`src/rtl/sfp_seq.sv`:
```
// sfp_seq: sequencer driving one sfp lane from the partial-sum SRAM.
// Per output index: clear the accumulator, stream num_acc partial sums,
// apply one ReLU threshold cycle, then write the result to the output SRAM.
// Every output is a register loaded from next-state decode. The exceptions
// are sfp_in and wr_data, which are straight pass-throughs of SRAM/sfp data.
module sfp_seq #(
  parameter int bw      = 8,
  parameter int psum_bw = 16,
  parameter int addr_bw = 11,
  parameter int num_acc = 9,
  parameter int num_out = 64
) (
  input  logic               clk,
  input  logic               reset,
  input  logic               start,
  input  logic [psum_bw-1:0] thres,
  output logic               busy,
  output logic               done,
  output logic               rd_en,
  output logic [addr_bw-1:0] rd_addr,
  input  logic [bw-1:0]      rd_data,
  output logic               sfp_acc,
  output logic               sfp_relu,
  output logic               sfp_reset,
  output logic [bw-1:0]      sfp_in,
  output logic [psum_bw-1:0] sfp_thres,
  input  logic [psum_bw-1:0] sfp_out,
  output logic               wr_en,
  output logic [addr_bw-1:0] wr_addr,
  output logic [psum_bw-1:0] wr_data,
  input  logic               wr_ready
);

  localparam int kw = (num_acc > 1) ? $clog2(num_acc) : 1;
  localparam int ow = (num_out > 1) ? $clog2(num_out) : 1;
  localparam logic [kw-1:0]      k_last   = kw'(num_acc - 1);
  localparam logic [ow-1:0]      o_last   = ow'(num_out - 1);
  localparam logic [addr_bw-1:0] addr_inc = addr_bw'(num_out);

  typedef enum logic [2:0] {
    S_IDLE, S_CLEAR, S_READ, S_DRAIN, S_RELU, S_WRITE, S_DONE
  } state_t;

  state_t        state_q, state_nxt;
  logic [kw-1:0] k_q, k_nxt;
  logic [ow-1:0] o_q, o_nxt;

  // Read strobe is the stage-0 valid; its one-cycle delay pairs with rd_data.
  logic                 rd_vld_p0;
  logic                 acc_vld_p1;
  logic [addr_bw-1:0]   rd_addr_p0;
  logic [addr_bw-1:0]   wr_addr_q;
  logic [psum_bw-1:0]   thres_q;
  logic                 relu_q;
  logic                 clr_q;
  logic                 wr_en_q;
  logic                 busy_q;
  logic                 done_q;

  // Next-state and counter update; k indexes kernel positions, o outputs.
  always_comb begin
    state_nxt = state_q;
    k_nxt     = k_q;
    o_nxt     = o_q;
    case (state_q)
      S_IDLE: begin
        if (start) begin
          state_nxt = S_CLEAR;
          o_nxt     = '0;
        end
      end
      S_CLEAR: begin
        state_nxt = S_READ;
        k_nxt     = '0;
      end
      S_READ: begin
        if (k_q == k_last) begin
          state_nxt = S_DRAIN;
        end else begin
          k_nxt = k_q + kw'(1);
        end
      end
      S_DRAIN: state_nxt = S_RELU;
      S_RELU:  state_nxt = S_WRITE;
      S_WRITE: begin
        if (wr_ready) begin
          if (o_q == o_last) begin
            state_nxt = S_DONE;
          end else begin
            o_nxt     = o_q + ow'(1);
            state_nxt = S_CLEAR;
          end
        end
      end
      S_DONE:  state_nxt = S_IDLE;
      default: state_nxt = S_IDLE;
    endcase
  end

  // State and counter registers.
  always_ff @(posedge clk) begin
    if (!reset) begin
      state_q <= S_IDLE;
      k_q     <= '0;
      o_q     <= '0;
    end else begin
      state_q <= state_nxt;
      k_q     <= k_nxt;
      o_q     <= o_nxt;
    end
  end

  // Control strobes decoded from the upcoming state so they align with it.
  always_ff @(posedge clk) begin
    if (!reset) begin
      rd_vld_p0  <= 1'b0;
      acc_vld_p1 <= 1'b0;
      relu_q     <= 1'b0;
      clr_q      <= 1'b1;
      wr_en_q    <= 1'b0;
      busy_q     <= 1'b0;
      done_q     <= 1'b0;
    end else begin
      rd_vld_p0  <= (state_nxt == S_READ);
      acc_vld_p1 <= rd_vld_p0;
      relu_q     <= (state_nxt == S_RELU);
      clr_q      <= (state_nxt == S_CLEAR);
      wr_en_q    <= (state_nxt == S_WRITE);
      busy_q     <= (state_nxt != S_IDLE);
      done_q     <= (state_nxt == S_DONE);
    end
  end

  // Addresses and threshold. The read address starts at o and steps by
  // num_out, which gives k*num_out+o truncated to addr_bw without a multiply.
  always_ff @(posedge clk) begin
    if (!reset) begin
      rd_addr_p0 <= '0;
      wr_addr_q  <= '0;
      thres_q    <= '0;
    end else begin
      if (state_nxt == S_READ) begin
        if (state_q == S_CLEAR) begin
          rd_addr_p0 <= addr_bw'(o_q);
        end else begin
          rd_addr_p0 <= rd_addr_p0 + addr_inc;
        end
      end
      wr_addr_q <= addr_bw'(o_nxt);
      if ((state_q == S_IDLE) && start) begin
        thres_q <= thres;
      end
    end
  end

  assign rd_en     = rd_vld_p0;
  assign rd_addr   = rd_addr_p0;
  assign sfp_acc   = acc_vld_p1;
  assign sfp_relu  = relu_q;
  assign sfp_reset = clr_q;
  assign sfp_in    = rd_data;
  assign sfp_thres = thres_q;
  assign wr_en     = wr_en_q;
  assign wr_addr   = wr_addr_q;
  assign wr_data   = sfp_out;
  assign busy      = busy_q;
  assign done      = done_q;

endmodule

```
`config.mk`:
```
export PLATFORM = sky130hd
export DESIGN_NAME = sfp_seq
export DESIGN_NICKNAME = d
export VERILOG_FILES = /design/src/rtl/sfp_seq.sv
export SDC_FILE = /design/constraint.sdc
export NUM_CORES = 1
export LEC_CHECK = 0
export BUFFER_PORTS_ARGS = -buffer_cell sky130_fd_sc_hd__buf_2
export CAP_MARGIN = 20
export CORE_UTILIZATION = 42
export CTS_BUF_LIST = sky130_fd_sc_hd__clkbuf_4 sky130_fd_sc_hd__clkbuf_8
export CTS_CLUSTER_SIZE = 28
export DETAILED_ROUTE_END_ITERATION = 7
export PLACE_DENSITY = 0.78
export SYNTH_ARGS = -nofsm -noshare
export SYNTH_HDL_FRONTEND = slang
export SYNTH_SLANG_ARGS = --single-unit
```
`constraint.sdc`:
```
create_clock -name clk -period 1.7 [get_ports clk]
set_clock_uncertainty 0.1 [all_clocks]
set_input_delay 0.17 -clock clk [delete_from_list [all_inputs] [get_ports clk]]
set_output_delay 0.17 -clock clk [all_outputs]
set_load 0.005 [all_outputs]
```
==> impl_metrics.env <==
export IMPL_cts_tree="done"
export IMPL_worst_slack_ps=-95.7
export IMPL_area_growth_pct=27.1
export IMPL_cp_max_fo=5
export IMPL_grt_pass1_vias=1678
export IMPL_grt_overflow=0
export IMPL_synthArstFlopShare_pct=0
export IMPL_gp_congestion=0.800
export IMPL_rsz0062_at_grt="yes"
export IMPL_final_hold_viol_count=0
export IMPL_cp_end_kind="flip-flop"
export IMPL_antenna_cells=0
export IMPL_firstDrtPassIters=4
export IMPL_ant_nets=0
export IMPL_slew_violations=0
export IMPL_cts_max_path_buffers=2
export IMPL_stdcell_count=396
export IMPL_drtIter0Drc=96
export IMPL_r2r_start="k_q[1]$_SDFFE_PN0P_"
export IMPL_port_buffers=59
export IMPL_numCtsBuffers=5
export IMPL_leakagePower_uw=0.00122
export IMPL_status="finished with violations"
export IMPL_place_inst=374
export IMPL_synth_edff_count=0
export IMPL_power_density_nw_per_um2=865
export IMPL_drc=0
export IMPL_crit_start="k_q[1]$_SDFFE_PN0P_"
export IMPL_cts_sinks=47
export IMPL_setup_tns_final_ps=-394
export IMPL_nets=376
export IMPL_start_util_pct=44.4
export IMPL_fin_hold_ws_ps=4.06
export IMPL_final_core_util_pct=56.5
export IMPL_violations="setup timing"
export IMPL_synth_area_top_cells="dfxtp_1 (44%), buf_4 (10%), nand2_1 (9.3%)"
export IMPL_synth_cells=262
export IMPL_avgSynthCellArea_um2=8.17
export IMPL_crit_type="reg2reg"
export IMPL_core_region_area_um2=4820
export IMPL_vias_per_cell=5.07
export IMPL_min_path_type="in2reg"
export IMPL_antenna_found_initial=0
export IMPL_cts_clk_slew_worst_paths_ps=90
export IMPL_dr_total_vias=2009
export IMPL_dieHeight_um=73.4
export IMPL_wl_per_cell_um=13.3
export IMPL_crit_arrival_ps=1930
export IMPL_grt_start_max_net_pins=17
export IMPL_die_area_um2=5390
export IMPL_regToRegSetupSlack_ps=-100
export IMPL_period_needed_ps=1800
export IMPL_grt_pass1_wl_um=7600
export IMPL_drive_gt1_share_pct=33.7
export IMPL_setup_violations=6
export IMPL_drt_wl_total_um=5260
export IMPL_crit_end="wr_addr[3]$_SDFFE_PN0P_"
export IMPL_rows=25
export IMPL_fmax_ghz=0.557
export IMPL_top_level_ports=113
export IMPL_drv_cap=0
export IMPL_ys_ff_latch=47
export IMPL_syn_area_um2=2140
export IMPL_htree_num_levels=2
export IMPL_yosysWarnings=0
export IMPL_reg2reg_depth=7
export IMPL_worstReg2RegEnd="wr_addr[3]$_SDFFE_PN0P_"
export IMPL_clk_latency_ps=300
export IMPL_fp_dieW_um=73.4
export IMPL_worstPathRequired_ps=1840
export IMPL_grt_usage_pct=18.4
export IMPL_yosysTopAreaCellShare_pct=44.0
export IMPL_yosys_area_top_type="dfxtp_1"
export IMPL_start_kind="flip-flop"
export IMPL_post_route_period_util_pct=106
export IMPL_ys_flop_type="dfxtp_1"
export IMPL_dp_hpwl_um=3440
export IMPL_seq_area_frac_synth_pct=44.0
export IMPL_ir_worst_vdd_mv=0.445
export IMPL_yosysUniqueCellTypes=35
export IMPL_root_buffer="clkbuf_8"
-- where the power goes --
group,switching (µW),total [µW],internal (µW)
Clock,392,682,290
Sequential,41.5,1210,1160
Combinational,249,467,218
Total,682,2350,1670
-- layout by cell type (no fill, tap or decap), drive strengths merged, types with 6 or more instances in the layout --
cell type     n
a21oi        33
and3          6
buf          85
dfxtp        47
dlygate4sd3  11
inv           6
nand2        53
nand3         9
nor2         14
o21ai         9
-- worst min-delay path by stage --
stage	depth (start not counted)	from	to
after global placement	0	sfp_out[11]	wr_data[11]
after global routing	3	thres[9]	sfp_thres[9]$_SDFFE_PN0P_
after floorplan	2	thres[0]	sfp_thres[0]$_SDFFE_PN0P_
final	3	thres[8]	sfp_thres[8]$_SDFFE_PN0P_
after CTS	3	thres[5]	sfp_thres[5]$_SDFFE_PN0P_
after detailed placement	0	sfp_out[11]	wr_data[11]
-- critical path, cell delays in order (launching register included) --
cell and delay, ps:
dfxtp_2 330, inv_2 70, ha_4 120, nand4b_1 170, nor3_4 300, o211ai_2 150, or3_1 370, a21oi_1 140
-- layer usage --
metal	part of all wire, %	up-vias	track usage, %
met5	0	-	0
met4	2.8	0	6.62
met3	5.4	16	4.66
met2	48	73	30.5
met1	44	942	23.3
li1	-	978	-
-- what timing repair did --
| item | CTS | global route |
|---|---|---|
| setup buffers | 0 | 2 |
| endpoints found under the setup margin | 12 | 16 |
| cloned | 0 | 1 |
| hold buffers | 9 | 2 |
| endpoints found under the hold margin | 9 | 2 |
| pin swaps | 1 | 3 |
| gates resized for setup | 4 | 13 |
-- through the flow --
step	worst slack, ps	total power [µW]	instance area (µm²)
after global routing	-216	2480	2720
after global placement	-2.58	1610	2440
after floorplan	-18.1	1520	2160
after CTS	-81.9	2320	2630
final	-95.7	2350	2720
after detailed placement	-95.2	1630	2440
-- cell usage after synthesis, types with 3 or more instances --
master / count
nand2b_1: 3
a31oi_1: 3
o21ai_0: 9
nand2_1: 53
nand3_1: 9
a21oi_1: 33
buf_4: 29
or3_1: 5
ha_1: 4
and3_1: 6
nor2_1: 14
xor2_1: 4
buf_2: 5
dfxtp_1: 47
clkbuf_1: 7
inv_1: 5
-- final cells by class --
cell class | count | area [µm²]
Sequential cell | 47 | 947
Timing Repair Buffer | 96 | 608
Fill cell | 463 | 2100
Tap cell | 67 | 83.8
Multi-Input combinational cell | 173 | 976
Clock inverter | 3 | 18.8
Inverter | 5 | 18.8
Clock buffer | 5 | 68.8
-- cell families after synthesis --
| group | Yosys count | share of synthesized area (%) |
|---|---|---|
| multiplexers | 2 | 0.935 |
| flip-flops | 47 | 44.0 |
| other | 1 | 0.175 |
| AO/OA/AOI/OAI | 51 | 13.3 |
| adder cells (fa/ha/maj) | 4 | 2.34 |
| buffers and inverters | 47 | 14.0 |
| AND/OR/NAND/NOR | 105 | 23.3 |
| XOR/XNOR | 5 | 2.05 |
-- flip-flops by register name, summed over array words and instances (netlist names) --
signal	count
done	1
wr_en	1
sfp_reset	1
sfp_relu	1
sfp_thres	16
wr_addr	6
state_q	3
rd_addr	11
busy	1
rd_en	1
sfp_acc	1
k_q	4
No activity file was read; power rests on OpenSTA's default activity.
